### src/rtl/instr_sequencer_pkg.sv
// Shared definitions for the instruction sequencer: opcodes, FSM states and
// instruction-register field positions.
package instr_sequencer_pkg;

    localparam logic [3:0] OP_NOP   = 4'h0;
    localparam logic [3:0] OP_ADD   = 4'h1;
    localparam logic [3:0] OP_ADDC  = 4'h2;
    localparam logic [3:0] OP_SUB   = 4'h3;
    localparam logic [3:0] OP_SUBB  = 4'h4;
    localparam logic [3:0] OP_AND   = 4'h5;
    localparam logic [3:0] OP_OR    = 4'h6;
    localparam logic [3:0] OP_XOR   = 4'h7;
    localparam logic [3:0] OP_NOT   = 4'h8;
    localparam logic [3:0] OP_SHL   = 4'h9;
    localparam logic [3:0] OP_SHR   = 4'hA;
    localparam logic [3:0] OP_MOVIL = 4'hB;
    localparam logic [3:0] OP_MOVIH = 4'hC;
    localparam logic [3:0] OP_LOAD  = 4'hD;
    localparam logic [3:0] OP_STORE = 4'hE;
    localparam logic [3:0] OP_HALT  = 4'hF;

    typedef enum logic [2:0] {
        FETCH,
        DECODE,
        EXEC,
        MEM,
        WB,
        HALTED
    } state_t;

    localparam int IR_OP_LSB   = 12;
    localparam int IR_DST_LSB  = 9;
    localparam int IR_SRC1_LSB = 6;
    localparam int IR_SRC2_LSB = 3;
    localparam int IR_IMM_LSB  = 0;

    // ALU results and loads land in the destination register via the write strobe.
    function automatic logic writes_dest(input logic [3:0] op);
        return ((op >= OP_ADD) && (op <= OP_SHR)) || (op == OP_LOAD);
    endfunction

endpackage

### src/rtl/instr_sequencer.sv
// Multi-cycle fetch/decode/execute/writeback control unit driving the
// register-file control side, ALU op select and data-memory handshakes.
module instr_sequencer
    import instr_sequencer_pkg::*;
#(
    parameter int PC_W = 8
) (
    input  logic            clk_pi,
    input  logic            reset_n_pi,
    input  logic            clk_en_pi,
    input  logic [15:0]     imem_data_pi,
    input  logic            imem_valid_pi,
    output logic            imem_req_po,
    output logic [PC_W-1:0] pc_po,
    input  logic            dmem_valid_pi,
    output logic            dmem_rd_po,
    output logic            dmem_wr_po,
    output logic [2:0]      source_reg1_po,
    output logic [2:0]      source_reg2_po,
    output logic [2:0]      destination_reg_po,
    output logic            wr_destination_reg_po,
    output logic            movi_lower_po,
    output logic            movi_higher_po,
    output logic [7:0]      immediate_po,
    output logic            regfile_clk_en_po,
    output logic [3:0]      alu_op_po,
    output logic            halted_po
);

    state_t          state_q, state_d;
    logic [PC_W-1:0] pc_q;
    logic [15:0]     ir_q;
    logic [3:0]      opcode;

    assign opcode             = ir_q[IR_OP_LSB +: 4];
    assign alu_op_po          = opcode;
    assign destination_reg_po = ir_q[IR_DST_LSB +: 3];
    assign source_reg1_po     = ir_q[IR_SRC1_LSB +: 3];
    assign source_reg2_po     = ir_q[IR_SRC2_LSB +: 3];
    assign immediate_po       = ir_q[IR_IMM_LSB +: 8];
    assign pc_po              = pc_q;

    // Everything freezes while clk_en_pi is low, so Moore strobes simply persist.
    always_ff @(posedge clk_pi or negedge reset_n_pi) begin
        if (!reset_n_pi) begin
            state_q <= FETCH;
            pc_q    <= '0;
            ir_q    <= '0;
        end else if (clk_en_pi) begin
            state_q <= state_d;
            if ((state_q == FETCH) && imem_valid_pi) begin
                ir_q <= imem_data_pi;
            end
            if (state_q == WB) begin
                pc_q <= pc_q + PC_W'(1);
            end
        end
    end

    always_comb begin
        state_d               = state_q;
        imem_req_po           = 1'b0;
        dmem_rd_po            = 1'b0;
        dmem_wr_po            = 1'b0;
        wr_destination_reg_po = 1'b0;
        movi_lower_po         = 1'b0;
        movi_higher_po        = 1'b0;
        regfile_clk_en_po     = 1'b0;
        halted_po             = 1'b0;
        unique case (state_q)
            FETCH: begin
                imem_req_po = 1'b1;
                if (imem_valid_pi) begin
                    state_d = DECODE;
                end
            end
            DECODE: begin
                if (opcode == OP_HALT) begin
                    state_d = HALTED;
                end else if (opcode == OP_NOP) begin
                    state_d = WB;
                end else if ((opcode == OP_LOAD) || (opcode == OP_STORE)) begin
                    state_d = MEM;
                end else begin
                    state_d = EXEC;
                end
            end
            EXEC: begin
                state_d = WB;
            end
            MEM: begin
                dmem_rd_po = (opcode == OP_LOAD);
                dmem_wr_po = (opcode == OP_STORE);
                if (dmem_valid_pi) begin
                    state_d = WB;
                end
            end
            WB: begin
                wr_destination_reg_po = writes_dest(opcode);
                movi_lower_po         = (opcode == OP_MOVIL);
                movi_higher_po        = (opcode == OP_MOVIH);
                regfile_clk_en_po     = writes_dest(opcode) || (opcode == OP_MOVIL)
                                        || (opcode == OP_MOVIH);
                state_d               = FETCH;
            end
            HALTED: begin
                halted_po = 1'b1;
            end
            default: begin
                state_d = FETCH;
            end
        endcase
    end

endmodule

### config.mk
export PLATFORM = sky130hd
export DESIGN_NAME = instr_sequencer
export DESIGN_NICKNAME = d
export VERILOG_FILES = /design/src/rtl/instr_sequencer_pkg.sv /design/src/rtl/instr_sequencer.sv
export SDC_FILE = /design/constraint.sdc
export NUM_CORES = 1
export LEC_CHECK = 0
export CAP_MARGIN = 20
export CORE_UTILIZATION = 30
export CTS_BUF_LIST = sky130_fd_sc_hd__clkbuf_2
export CTS_CLUSTER_SIZE = 8
export DETAILED_ROUTE_END_ITERATION = 10
export PLACE_DENSITY = 0.71
export SLEW_MARGIN = 10
export SYNTH_ARGS = -nofsm -noshare
export SYNTH_HDL_FRONTEND = slang
export SYNTH_SLANG_ARGS = --single-unit
### constraint.sdc
create_clock -name clk_pi -period 3.4 [get_ports clk_pi]
set_input_delay 0.51 -clock clk_pi [delete_from_list [all_inputs] [get_ports clk_pi]]
set_output_delay 0.51 -clock clk_pi [all_outputs]
set_load 0.05 [all_outputs]
Word-level counts from Yosys, hierarchy flattened
Index checks and enable logic that the tools add are counted.
{ "classes": {"addsub": 1, "mul": 0, "div": 0, "order_cmp": 2, "eq_ne": 12, "shift": 0, "muxes": 14, "bitwise_logic": 1, "reduce_logical": 11} }
{ "op_table": {"columns": ["operator", "count"], "rows": [
  ["$eq A4 B4 Y1 const B", 5],
  ["$pmux W3 S5", 1],
  ["$mux W3", 4],
  ["$mux W1", 9],
  ["$add A8 B1 Y8 const B", 1],
  ["$eq A3 B2 Y1 const B", 2],
  ["$eq A3 B3 Y1 const B", 2],
  ["$ge A4 B1 Y1 const B", 1],
  ["$le A4 B4 Y1 const B", 1],
  ["$logic_not A4 Y1", 1],
  ["$logic_or A1 B1 Y1", 4],
  ["$ne A2 B2 Y1 const B", 2],
  ["$reduce_and A2 Y1", 2],
  ["$reduce_and A4 Y1", 1],
  ["$eq A3 B1 Y1 const B", 1],
  ["$logic_not A3 Y1", 1],
  ["$logic_and A1 B1 Y1", 2],
  ["$not A1 Y1", 1]
]} }
{ "word_totals": {"register_bits": 27, "latchBits": 0, "ram_bits": 0, "rom_bits": 0, "out_inout_bits": 37, "n_memories": 0} }

Logic depth before layout (Yosys ltp)
{ "logic_depth": {"ltp_word": 6, "ltp_mapped": 6, "depth_no_buf": 4} }

Worst setup path before layout
OpenSTA, ideal clock, no wires.
{ "synth_timing": {"path_kind": "register to output", "start": "register ir_q[13]", "end": "output port movi_lower_po", "t_arrival_ns": 2.616, "t_required_ns": 2.890, "slack_ns": 0.274, "path_stages_with_launch": 4, "path_buffers": 1, "cell_sequence": "dfrtp_1 > clkbuf_1 > nand2_1 > nor4b_1"} }
{ "synth_via": {"elab_chain_len": 2} }
{ "synth_lines": {"columns": ["element", "line", "source"], "rows": [
  ["start, declared", "instr_sequencer.sv:32", "logic [15:0] ir_q;"],
  ["start signal, assigned", "instr_sequencer.sv:52", "ir_q <= imem_data_pi;"],
  ["$eq A4 B4 Y1", "instr_sequencer.sv:100", "movi_lower_po = (opcode == OP_MOVIL);"],
  ["$mux W1", "instr_sequencer.sv:70", "unique case (state_q)"],
  ["end, declared", "instr_sequencer.sv:22", "output logic movi_lower_po,"]
]} }
Every way passes these cells.

Final worst setup path
{ "layout_timing": {"start": "register state_q[2]", "end": "output port dmem_wr_po"} }
{ "layout_via": {"elab_chain_len": 2} }
{ "layout_lines": {"columns": ["element", "line", "source"], "rows": [
  ["start, declared", "instr_sequencer.sv:30", "state_t state_q, state_d;"],
  ["start signal, assigned", "instr_sequencer.sv:50", "state_q <= state_d;"],
  ["$eq A3 B2 Y1", "instr_sequencer.sv:70", null],
  ["$mux W1", "instr_sequencer.sv:70", null],
  ["end, declared", "instr_sequencer.sv:17", "output logic dmem_wr_po,"]
]} }
Every way passes these cells.

==> impl_metrics.py <==
metrics = {
    "yosys": {
        "synth-seq-cells": 27,
        "netlist_area_um2": 1403,
        "synth_most_common_cell": "dfrtp_1",
        "postSynthAreaPerCell_um2": 11.99,
        "synthDistinctLibCells": 37,
        "synthArstFlopShare": 1.000,
        "synthFlopType": "dfrtp_1",
        "postSynthNetCount": 139,
        "synth.top_cells.by_area": "dfrtp_1 48%, mux2_4 11%, mux2_2 5.6%",
        "synth.top_cell.area_share": 0.4817,
        "ys_seq_area_frac": 0.4817,
        "synth_edf_count": 0,
        "synth_area_leader_cell": "dfrtp_1",
        "yosysWarnings": 0,
        "synth_common_cells": "27 x dfrtp_1, 10 x mux2_4, 7 x mux2_2, 7 x nand2_1",
        "netlist_instances": 117,
    },
    "sta": {
        "setup_violations": 0,
        "grt_setup_unrepaired": "false",
        "timing.fmax_ghz": 0.3264,
        "hold_viol_final": 0,
        "slew_viol_final": 0,
        "relSlewSlack": 0.6473,
        "tightest_slew_ns": 0.5273,
        "skew_ns": 0.01327,
        "fin_crit_sh": 0.9010,
        "setup_tns_ns": 0,
        "layout_min_cycle_time_ns": 3.064,
    },
    "global_route": {
        "grt_use_total": 0.1260,
        "antenna_found_initial": 0,
        "grt_pass1_vias": 1020,
        "grt_pass1_wl_um": 4961,
        "grt_overflow": 0,
        "grt_max_degree": 28,
    },
    "pwr": {
        "total_power_w": 0.002077,
        "powerDensity_nw_per_um2": 1061,
        "total_leakage_power_nw": 0.8008,
        "vdd_drop_max_v": 0.0004602,
    },
    "setup_path": {
        "path_cells": "nand2b_1, or3_1, nor3b_1, clkdlybuf4s50_1",
        "critPathTopFamily": "buffers and inverters",
        "cp_slowest_cell": "clkdlybuf4s50_1",
        "slowest_delay_ns": 0.84,
        "rr_worst_depth": 3,
        "arrival_ns": 2.55,
        "rr_endpoint": "ir_q[9]",
        "start_kind": "register",
        "crit_buf_inv": 1,
        "cp-startpoint": "state_q[2]",
        "rr_startpoint": "state_q[0]",
        "cp-end-kind": "output port",
        "r2r_setup_slack_ns": 1.75,
        "worstPathMaxFanout": 12,
        "worstPathRequired_ns": 2.89,
        "path_class": "reg2out",
    },
    "floorplan": {
        "rows": 24,
        "dieWidth_um": 70.38,
        "coreArea_um2": 4414,
        "start_util": 0.3177,
        "die_area_um2": 4953,
        "die_height_um": 70.38,
        "io_pins": 58,
    },
    "clock_network": {
        "clk_latency_ns": 0.35,
        "postCtsHoldBufs": 0,
        "clock_sinks": 27,
        "cts_buffers": 3,
        "cts_setup_buffers": 0,
        "clock_path_buffers": 2,
        "cts_tree": "yes",
        "cts_resized": 0,
        "cts-root-buf": "clkbuf_2",
        "path_clk_slew_ns": 0.26,
        "htreeDepth": 1,
    },
    "layout": {
        "nFillCells": 399,
        "multi_input_area_um2": 606.8,
        "final_nets": 188,
        "final_layout_size_suffix_gt1_frac": 0.1576,
        "fin_area_um2": 1957,
        "syn_to_final_growth_pct": 39.52,
        "diodes": 0,
        "stdcell_count": 217,
        "regArea_um2": 675.6,
    },
    "route": {
        "ant_nets": 0,
        "dr.pass1.iters": 4,
        "vias": 1082,
        "wl_per_cell_um": 14.30,
        "drc": 0,
        "viasPerCell": 4.986,
        "drt_first_iter_violations": 53,
        "routed_wl_um": 3103,
    },
    "place": {
        "dp_hpwl_um": 2310,
        "place_area_um2": 1937,
        "place_congestion": 0.7889,
        "dp_cells": 213,
        "portBuffers": 57,
    },
    "flow_run": {
        "maxCapViolations": 0,
    },
    "outcome": {
        "status": "complete, no violations",
    },
    "worst_hold_path": {
        "hold_class": "in2async",
    },
}
worst max-delay path by stage:
stage | slack, ns | to | cells past startpoint
2_1_floorplan | 0.27 | movi_lower_po | 3
3_3_place_gp | 0.85 | dmem_wr_po | 4
3_5_place_dp | 0.79 | dmem_wr_po | 4
4_1_cts | 0.31 | dmem_wr_po | 4
5_1_grt | 0.16 | dmem_wr_po | 4
6_report | 0.34 | dmem_wr_po | 4
where the power goes:
part	switching [W]	leakage [nW]	total, W	internal [W]
Clock	0.0000949	0.0164	0.000122	0.0000267
Combinational	0.000808	0.449	0.00132	0.000511
Sequential	0.000183	0.336	0.000637	0.000454
Total	0.00109	0.801	0.00208	0.000991
placed cells by master (no fill, tap or decap), types with 2 or more instances in the layout:
cell / netlist / routed
nor4_1: 2 / 2
nand2_1: 7 / 7
nand2b_1: 3 / 3
or3_1: 2 / 2
mux2_2: 7 / 7
xnor2_1: 6 / 6
nor2_1: 3 / 3
nand4_1: 2 / 2
nand3_1: 2 / 2
clkdlybuf4s50_1: 0 / 57
clkbuf_2: 0 / 3
o21ai_0: 2 / 2
nor3_1: 2 / 2
o22ai_1: 2 / 2
and3_1: 3 / 3
dfrtp_1: 27 / 27
a211oi_1: 2 / 2
mux2_4: 10 / 10
nor3b_1: 2 / 2
buf_4: 6 / 2
a21oi_1: 5 / 5
state kept, by name, indices dropped and copies added, names as in the netlist:
register,flops
pc_po,8
state_q,3
ir_q,16
layout make-up:
class	count	share of cell area
clock buffers	3	0.007673
flip-flops and latches	27	0.3453
repair buffers	59	0.2992
clock inverters	1	0.002558
inverters	1	0.001918
multi-input cells	74	0.3101
well taps	52	0.03325
layer usage:
metal	global-route usage	share of wire	up-vias
met1	0.1673	0.43	510
met5	0	0	-
met4	0.06889	0.041	0
met2	0.1873	0.45	55
li1	-	-	504
met3	0.03030	0.071	13
through the flow:
stage                     hold WS, ns  setup WS [ns]    util
final                          0.4795         0.3365  0.4433
after detailed placement       0.4828         0.7866  0.4388
after global routing           0.4735         0.1646  0.4433
after global placement         0.4630         0.8464  0.4388
after floorplan                0.2144         0.2740       -
after CTS                      0.4838         0.3108  0.4433
logic make-up (layout without fill, tap and decap cells):
logic type | after synthesis | in the layout | share of synthesized area
DFF | 27 | 27 | 0.4817
adders and majority gates | 1 | 1 | 0.008919
muxes | 17 | 17 | 0.1632
AOI/OAI and AO/OA | 14 | 14 | 0.06155
and+or+nand+nor | 35 | 35 | 0.1552
xor gates and xnor gates | 7 | 7 | 0.04371
buffers and inverters | 16 | 64 | 0.08563
(Power assumes the default switching activity.)
